<file path="src/rtl/data_tx.sv">
// Packet source for the cloud client: queues connect/mouse/keyboard events and
// frames them as short byte messages for the downstream network transmitter.
module data_tx (
    input  logic       clk,
    input  logic       reset,
    input  logic       connect,
    input  logic       mouse_action,
    input  logic [7:0] mouse_data,
    input  logic       keyboard_action,
    input  logic [7:0] keyboard_data,
    input  logic       tx_busy,
    input  logic       tx_payload,
    output logic       tx_start,
    output logic [7:0] tx_data_length,
    output logic [7:0] tx_data,
    output logic       busy,
    output logic       payload,
    output logic       online
);

    localparam logic [1:0] StIdle  = 2'd0;
    localparam logic [1:0] StStart = 2'd1;
    localparam logic [1:0] StWait  = 2'd2;
    localparam logic [1:0] StSend  = 2'd3;

    localparam logic [1:0] FrConn  = 2'd0;
    localparam logic [1:0] FrMouse = 2'd1;
    localparam logic [1:0] FrKey   = 2'd2;

    logic [1:0] state;
    logic       pend_c, pend_m, pend_k;
    logic [7:0] mouse_byte, key_byte;
    logic [1:0] frame_type;
    logic [7:0] frame_b1;
    logic [1:0] idx;
    logic [1:0] last_idx;
    logic       launch;

    function automatic logic [7:0] frame_byte(input logic [1:0] ft, input logic [1:0] i,
                                              input logic [7:0] b1);
        logic [7:0] b;
        b = 8'h00;
        unique case (ft)
            FrConn: begin
                if (i == 2'd0)      b = 8'h43;
                else if (i == 2'd1) b = 8'h4F;
                else                b = 8'h4E;
            end
            FrMouse: b = (i == 2'd0) ? 8'h4D : b1;
            default: b = (i == 2'd0) ? 8'h4B : b1;
        endcase
        return b;
    endfunction

    always_comb begin
        launch   = (state == StIdle) && !tx_busy && (pend_c || pend_m || pend_k);
        last_idx = (frame_type == FrConn) ? 2'd3 : 2'd1;
    end

    // A strobe landing on the launch edge re-arms its flag for another frame.
    always_ff @(posedge clk or posedge reset) begin
        if (reset) begin
            pend_c     <= 1'b0;
            pend_m     <= 1'b0;
            pend_k     <= 1'b0;
            mouse_byte <= 8'h00;
            key_byte   <= 8'h00;
        end else begin
            if (connect) begin
                pend_c <= 1'b1;
            end else if (launch && pend_c) begin
                pend_c <= 1'b0;
            end

            if (mouse_action && online) begin
                pend_m     <= 1'b1;
                mouse_byte <= mouse_data;
            end else if (launch && !pend_c && pend_m) begin
                pend_m <= 1'b0;
            end

            if (keyboard_action && online) begin
                pend_k   <= 1'b1;
                key_byte <= keyboard_data;
            end else if (launch && !pend_c && !pend_m) begin
                pend_k <= 1'b0;
            end
        end
    end

    always_ff @(posedge clk or posedge reset) begin
        if (reset) begin
            state          <= StIdle;
            tx_start       <= 1'b0;
            tx_data_length <= 8'h00;
            tx_data        <= 8'h00;
            busy           <= 1'b0;
            payload        <= 1'b0;
            online         <= 1'b0;
            frame_type     <= FrConn;
            frame_b1       <= 8'h00;
            idx            <= 2'd0;
        end else begin
            unique case (state)
                StIdle: begin
                    if (launch) begin
                        state    <= StStart;
                        tx_start <= 1'b1;
                        busy     <= 1'b1;
                        // Snapshot the data byte so later strobes cannot alter this frame.
                        if (pend_c) begin
                            frame_type     <= FrConn;
                            frame_b1       <= 8'h00;
                            tx_data_length <= 8'd4;
                        end else if (pend_m) begin
                            frame_type     <= FrMouse;
                            frame_b1       <= mouse_byte;
                            tx_data_length <= 8'd2;
                        end else begin
                            frame_type     <= FrKey;
                            frame_b1       <= key_byte;
                            tx_data_length <= 8'd2;
                        end
                    end
                end
                StStart: begin
                    tx_start <= 1'b0;
                    state    <= StWait;
                end
                StWait: begin
                    if (tx_payload) begin
                        state   <= StSend;
                        payload <= 1'b1;
                        idx     <= 2'd0;
                        tx_data <= frame_byte(frame_type, 2'd0, frame_b1);
                    end
                end
                default: begin
                    if (tx_payload) begin
                        if (idx == last_idx) begin
                            state   <= StIdle;
                            payload <= 1'b0;
                            busy    <= 1'b0;
                            tx_data <= 8'h00;
                            if (frame_type == FrConn) online <= 1'b1;
                        end else begin
                            idx     <= idx + 2'd1;
                            tx_data <= frame_byte(frame_type, idx + 2'd1, frame_b1);
                        end
                    end
                end
            endcase
        end
    end

endmodule

</file>
<file path="config.mk">
export PLATFORM = sky130hd
export DESIGN_NAME = data_tx
export DESIGN_NICKNAME = d
export VERILOG_FILES = /design/src/rtl/data_tx.sv
export SDC_FILE = /design/constraint.sdc
export NUM_CORES = 1
export LEC_CHECK = 0
export CORE_AREA = 3 3 100 102
export CTS_CLUSTER_DIAMETER = 30
export CTS_CLUSTER_SIZE = 40
export DETAILED_ROUTE_END_ITERATION = 8
export DIE_AREA = 0 0 103 105
export PLACE_DENSITY = 0.44
export SLEW_MARGIN = 10
export SYNTH_ARGS = -nofsm -noshare
export SYNTH_HDL_FRONTEND = slang
export SYNTH_SLANG_ARGS = --single-unit
</file>
<file path="constraint.sdc">
create_clock -name clk -period 1.9 [get_ports clk]
set_input_delay 0.38 -clock clk [delete_from_list [all_inputs] [get_ports clk]]
set_output_delay 0.38 -clock clk [all_outputs]
set_load 0.02 [all_outputs]
</file>
==> results of run 1 <==
## registers in the layout (all words and copies together) (netlist names), 2 cells and up
| name | flops |
|---|---|
| idx | 2 |
| frame_b1 | 8 |
| tx_data_length | 2 |
| state | 2 |
| frame_type | 2 |
| key_byte | 8 |
| tx_data | 8 |
| mouse_byte | 8 |
## worst paths after layout
path | cells past startpoint | end | slack [ns] | from
max | 6 | state[0] | 0.16 | state[1]
min | 3 | tx_data[6] | 0.43 | reset
max reg2reg | 6 | state[0] | 0.16 | state[1]
min reg2reg | 2 | tx_data[2] | 0.49 | tx_data[2]
max in group asynchronous | 3 | tx_start | 1.25 | reset
min in group clk | 2 | tx_data[2] | 0.49 | tx_data[2]
## tightest hold or removal path, stage by stage
cell and delay (ns):
clkdlybuf4s50_1 0.41, inv_2 0.07, buf_12 0.25
## cell families after synthesis
group,Yosys count,synth area share (%)
AO/OA/AOI/OAI,49,15.79
flip-flops,47,51.91
AND/OR/NAND/NOR,47,10.38
multiplexers,26,12.92
buffers and inverters,22,5.687
adder cells (fa/ha/maj),5,2.761
other,1,0.1655
XOR/XNOR,1,0.3866
## synthesized netlist by cell type (2+ instances only)
| cell | count | area share [%] |
|---|---|---|
| inv_1 | 8 | 1.3 |
| a21o_1 | 3 | 0.99 |
| ha_1 | 5 | 2.8 |
| nand2_1 | 30 | 5.0 |
| buf_6 | 2 | 0.99 |
| a21oi_1 | 5 | 1.1 |
| nor2_1 | 2 | 0.33 |
| o21ai_0 | 12 | 2.7 |
| nor2_4 | 2 | 0.99 |
| buf_2 | 3 | 0.66 |
| o22ai_1 | 3 | 0.83 |
| dfrtp_1 | 47 | 52 |
| mux2i_1 | 9 | 4.0 |
| mux2_2 | 16 | 8.0 |
| a211oi_1 | 2 | 0.66 |
| buf_4 | 7 | 2.3 |
| a32oi_1 | 2 | 0.77 |
| o31ai_1 | 10 | 3.3 |
| or2_2 | 3 | 0.83 |
| nor2b_1 | 4 | 1.1 |
## through the flow
step                power [uW]  hold WS (ns)  cells  instance area [sq um]  setup WS [ns]
detailed placement        3860        0.4775    348                   2800        0.06797
global placement          3835        0.4694    348                   2800        0.08761
CTS                       4538        0.4298    356                   2895         0.1335
global route              4806        0.4365    356                   2895        0.02351
floorplan                 3159        0.4483    203                   2285         0.2419
finish                    4443        0.4273    356                   2895         0.1612
## where the power goes
| part | switching (uW) | leakage, uW | total [uW] | internal [uW] |
|---|---|---|---|---|
| Combinational | 1040 | 0.000650 | 2090 | 1050 |
| Clock | 370 | 0.0000491 | 641 | 271 |
| Sequential | 292 | 0.000570 | 1710 | 1420 |
## cell type report
cell class,count,area [sq um],share of cell area (%)
Timing Repair Buffer,48,475.5,16.42
Multi-Input combinational cell,134,979.7,33.84
Inverter,8,30.03,1.037
Clock inverter,3,26.28,0.9075
Clock buffer,5,68.82,2.377
Tap cell,111,138.9,4.797
Sequential cell,47,1176,40.62
## per-layer routing
layer  wire (um)  global-route usage, %  vias up
li1            -                      -      777
met1        2255                  12.95      726
met2        2296                  14.94       31
met3         170                  2.270        6
met4          82                  3.608        0
met5           0                      0        -
==> results.ini, run 1 <==
[finish]
final_cell_mix = dfrtp_1, clkdlybuf4s50_1, nand2_1
final_common_cell = dfrtp_1
fillers = 956
layout-drive-gt1-share_pct = 20.82
final_nets = 272
fin_util_pct = 31.48
num_antenna_cells = 0
synthToLayoutAreaGrowth_pct = 27.77

[yosys]
ys_seq_area_share_pct = 51.91
ys_warn_count = 0
synth-seq-cells = 47
synth_area_sq_um = 2266
synth_edf_count = 0
synth_top_flop_cell = dfrtp_1
synth_async_sr_flop_share_pct = 100.0
ys_types = 43
postSynthAreaPerCell_sq_um = 11.44
netlist_instances = 198

[global_route]
antenna_found_initial = 0
grt_pass1_vias = 1555
gr-total-overflow = 0
grt_first_pass_wirelength_mm = 8.135
grt_max_degree = 48
grt_usage_pct = 9.652

[setup_path]
worst-path-max-fanout = 7
end_kind = flop
cp-start-kind = flop
cp.arrival_ns = 1.93
path_class = flop to flop
max_stage_delay_ns = 0.51
cpLargestDelayFamily = simple AND/OR/NAND/NOR gates
cp_cell_sequence = inv_1, ha_1, or4b_4, o211ai_2, a31oi_2, mux2i_1
crit_slowest_cell = or4b_4
cp.required_ns = 2.09
crit_buf_inv = 1

[sta]
fmax_mhz = 575.1
rsz0062_at_grt = no
fin_crit_sh_pct = 91.52
fin_tns_setup_ns = 0
finalHoldViolCount = 0
finalMaxSlewViolations = 0
finalSetupViolCount = 0
min_period_ns = 1.739
skew_ns = 0.007709

[cts]
cts_resized = 0
h-tree-depth = 2
cts_tree = built
cts.sinks = 47
clk-insertion-delay-late_ns = 0.31
cts_made_buffers = 5
cts.path.max_buffers = 2
hold_buffers = 0
cts_setup_buffers = 0
path_clk_slew_ns = 0.09
clock-root-buffer = clkbuf_8

[place]
place_hpwl_mm = 3.562
place_congestion = 0.7288
io_buffers = 36

[power_and_ir_drop]
ir_drop_mv = 0.3543
leakage_uw = 0.001268
power_density_nw_per_um2 = 1535

[floorplanning]
core_area_sq_um = 9196
initial_core_util_pct = 24.64
die_w_um = 103
die_h_um = 105
io_pins = 43
rows = 35
die_area_sq_um = 10820

[routing]
drt_iter0_markers = 37
dr.pass1.iters = 4
dr_total_vias = 1540
ant_nets = 0
drcViolationCount = 0
drt_wl_total_mm = 4.804
detail_route.vias_per_cell = 4.326
wl_per_cell_um = 13.49

[hold_path]
hold_class = primary input to asynchronous set/reset pin

[run]
drv_cap = 0

[status]
status = finished clean

Power figures use the tool's default switching activity.
==> run 2, diff against run 1 <==
--- a/config.mk
+++ b/config.mk
@@ -5,12 +5,13 @@
 export SDC_FILE = /design/constraint.sdc
 export NUM_CORES = 1
 export LEC_CHECK = 0
-export CORE_AREA = 3 3 100 102
+export ABC_AREA = 1
+export CORE_AREA = 3 3 98 100
 export CTS_CLUSTER_DIAMETER = 30
 export CTS_CLUSTER_SIZE = 40
 export DETAILED_ROUTE_END_ITERATION = 8
-export DIE_AREA = 0 0 103 105
-export PLACE_DENSITY = 0.44
+export DIE_AREA = 0 0 101 103
+export PLACE_DENSITY = 0.45
 export SLEW_MARGIN = 10
 export SYNTH_ARGS = -nofsm -noshare
 export SYNTH_HDL_FRONTEND = slang
==> run 2 against run 1 <==
- critical path type is now flop to output port
- combinational power decreased by 12%
- largest power group unchanged
- sequential cell count unchanged
- fmax increased by 3.2%
- synthesized cell count increased by 16%
- total power decreased by 2.7%
- first-iteration DRC count increased by 32%
- area after synthesis decreased by 2.6%
- design area decreased by 1.9%
==> results.ini, run 2 <==
[status]
status = finished clean

[floorplanning]
die_w_um = 101
die_h_um = 103
io_pins = 43
die_area_sq_um = 10400
initial_core_util_pct = 25.19
core_area_sq_um = 8763
rows = 34

[yosys]
ys_types = 28
netlist_instances = 229
ys_seq_area_share_pct = 53.29
synth_area_leaders = dfrtp_1, nand2_1, mux2_2
synth_async_sr_flop_share_pct = 100.0
postSynthAreaPerCell_sq_um = 9.638
synth_area_sq_um = 2207
synth_xor_xnor_area_share_pct = 0
ys_warn_count = 0
synthTopCellsByCount = nand2_1, dfrtp_1, inv_1, mux2_2, nor2_1
synth_top_flop_cell = dfrtp_1
synth_top_area_share_pct = 53.29
synthMuxAreaShare_pct = 8.163
synth-seq-cells = 47
synth-adder-area-share_pct = 2.834
synth_compound_area_share_pct = 4.422
synth_top_family_by_area = simple AND/OR/NAND/NOR gates
synth.largest_area_cell = dfrtp_1
synth_edf_count = 0
synth-simple-area-share_pct = 24.43
yosysMostFrequentCell = nand2_1

[hold_path]
hold_class = primary input to asynchronous set/reset pin

[setup_path]
worst-path-max-fanout = 4
cp-start-kind = flop
path_class = flop to output port
crit_slowest_cell = clkdlybuf4s50_1
cp.arrival_ns = 1.31
end_kind = output port
cp.required_ns = 1.52
crit_buf_inv = 1
max_stage_delay_ns = 0.62
cpLargestDelayFamily = buffers and inverters
cp_cell_sequence = clkdlybuf4s50_1

[place]
place_hpwl_mm = 3.446
placed_cell_area_sq_um = 2718
io_buffers = 36
dp_slack_ns = 0.1811
place_congestion = 0.7133

[cts]
cts_resized = 0
cts_made_buffers = 5
cts_tree = built
cts.sinks = 47
hold_buffers = 0
cts.path.max_buffers = 2
path_clk_slew_ns = 0.09
clk-insertion-delay-late_ns = 0.30
clock-root-buffer = clkbuf_8
h-tree-depth = 2
cts_setup_buffers = 0

[power_and_ir_drop]
power_density_nw_per_um2 = 1522
ir_drop_mv = 0.5075
power.total_uw = 4322
leakage_uw = 0.001357

[global_route]
grt_max_degree = 48
gr-total-overflow = 0
antenna_found_initial = 0
grt_first_pass_wirelength_mm = 7.914
grt_usage_pct = 9.583
grt_pass1_vias = 1646

[routing]
detail_route.vias_per_cell = 4.083
drcViolationCount = 0
drt_wl_total_mm = 4.502
drt_iter0_markers = 49
ant_nets = 0
dr_total_vias = 1568
wl_per_cell_um = 11.72
dr.pass1.iters = 4

[finish]
layout-drive-gt1-share_pct = 18.84
synthToLayoutAreaGrowth_pct = 28.63
final_nets = 303
final_cell_mix = nand2_1, dfrtp_1, clkdlybuf4s50_1
fin_util_pct = 32.40
fillers = 920
final_common_cell = nand2_1
stdcell_area_sq_um = 2839
num_antenna_cells = 0

[sta]
finalSetupViolCount = 0
skew_ns = 0.005936
fin_crit_sh_pct = 88.71
fmax_mhz = 593.3
finalHoldViolCount = 0
rsz0062_at_grt = no
min_period_ns = 1.685
setup_ws_ns = 0.2146
fin_tns_setup_ns = 0
finalMaxSlewViolations = 0

[run]
drv_cap = 0

-- run 2: changes by cell type in the layout (fill, tap and decap cells not counted), sizes merged, moves of 3 or more --
cell | before | now
nand3 | 0 | 13
a21oi | 5 | 2
nand4 | 0 | 4
o31ai | 10 | 0
nand2 | 30 | 78
inv | 10 | 22
o21ai | 14 | 10
nor2b | 4 | 0
mux2i | 10 | 0
or2 | 3 | 0
a21o | 3 | 0
nor2 | 5 | 17
buf | 12 | 6
-- run 2: logic make-up (layout without fill, tap and decap cells) --
group | Yosys count | after routing
and+or+nand+nor | 113 | 113
other | 1 | 6
AOI/OAI and AO/OA | 17 | 17
muxes | 16 | 16
DFF | 47 | 47
adders and majority gates | 5 | 5
buffers and inverters | 30 | 72
-- run 2: final cells by class --
| class | instances | area [sq um] | area share [%] |
|---|---|---|---|
| Inverter | 22 | 86.33 | 3.041 |
| Timing Repair Buffer | 42 | 417.9 | 14.72 |
| Clock inverter | 2 | 38.79 | 1.366 |
| Multi-Input combinational cell | 157 | 902.1 | 31.78 |
| Tap cell | 108 | 135.1 | 4.760 |
| Clock buffer | 6 | 82.58 | 2.909 |
| Sequential cell | 47 | 1176 | 41.43 |
-- run 2: final timing paths --
path | start | end | slack, ns | cells after the start
setup reg to reg | state[0] | frame_b1[5] | 0.23 | 10
hold reg to reg | mouse_byte[0] | frame_b1[0] | 0.48 | 2
max in group asynchronous | reset | pend_m | 1.26 | 3
setup / recovery | online | online | 0.21 | 1
hold / removal | reset | tx_data[4] | 0.43 | 3
min in group clk | mouse_byte[0] | frame_b1[0] | 0.48 | 2
-- run 2: power by group --
| part | switching (uW) | internal [uW] |
|---|---|---|
| combinational | 1010 | 833 |
| clock | 340 | 433 |
| sequential | 273 | 1430 |
| total | 1620 | 2700 |
-- run 2: routing by layer --
metal	routed length, um	share of wire (%)	vias up	GRT usage [%]
met3	169	3.8	6	2.300
met5	0	0	-	0
met4	59	1.3	0	3.067
met1	2151	48	721	12.41
met2	2122	47	30	15.85
li1	-	-	811	-
-- run 2: stage by stage --
step                      hold slack (ns)  cells
after floorplan                    0.4466    234
after global placement             0.4640    376
after detailed placement           0.4665    376
after CTS                          0.4396    384
after global routing               0.4605    384
final                              0.4322    384
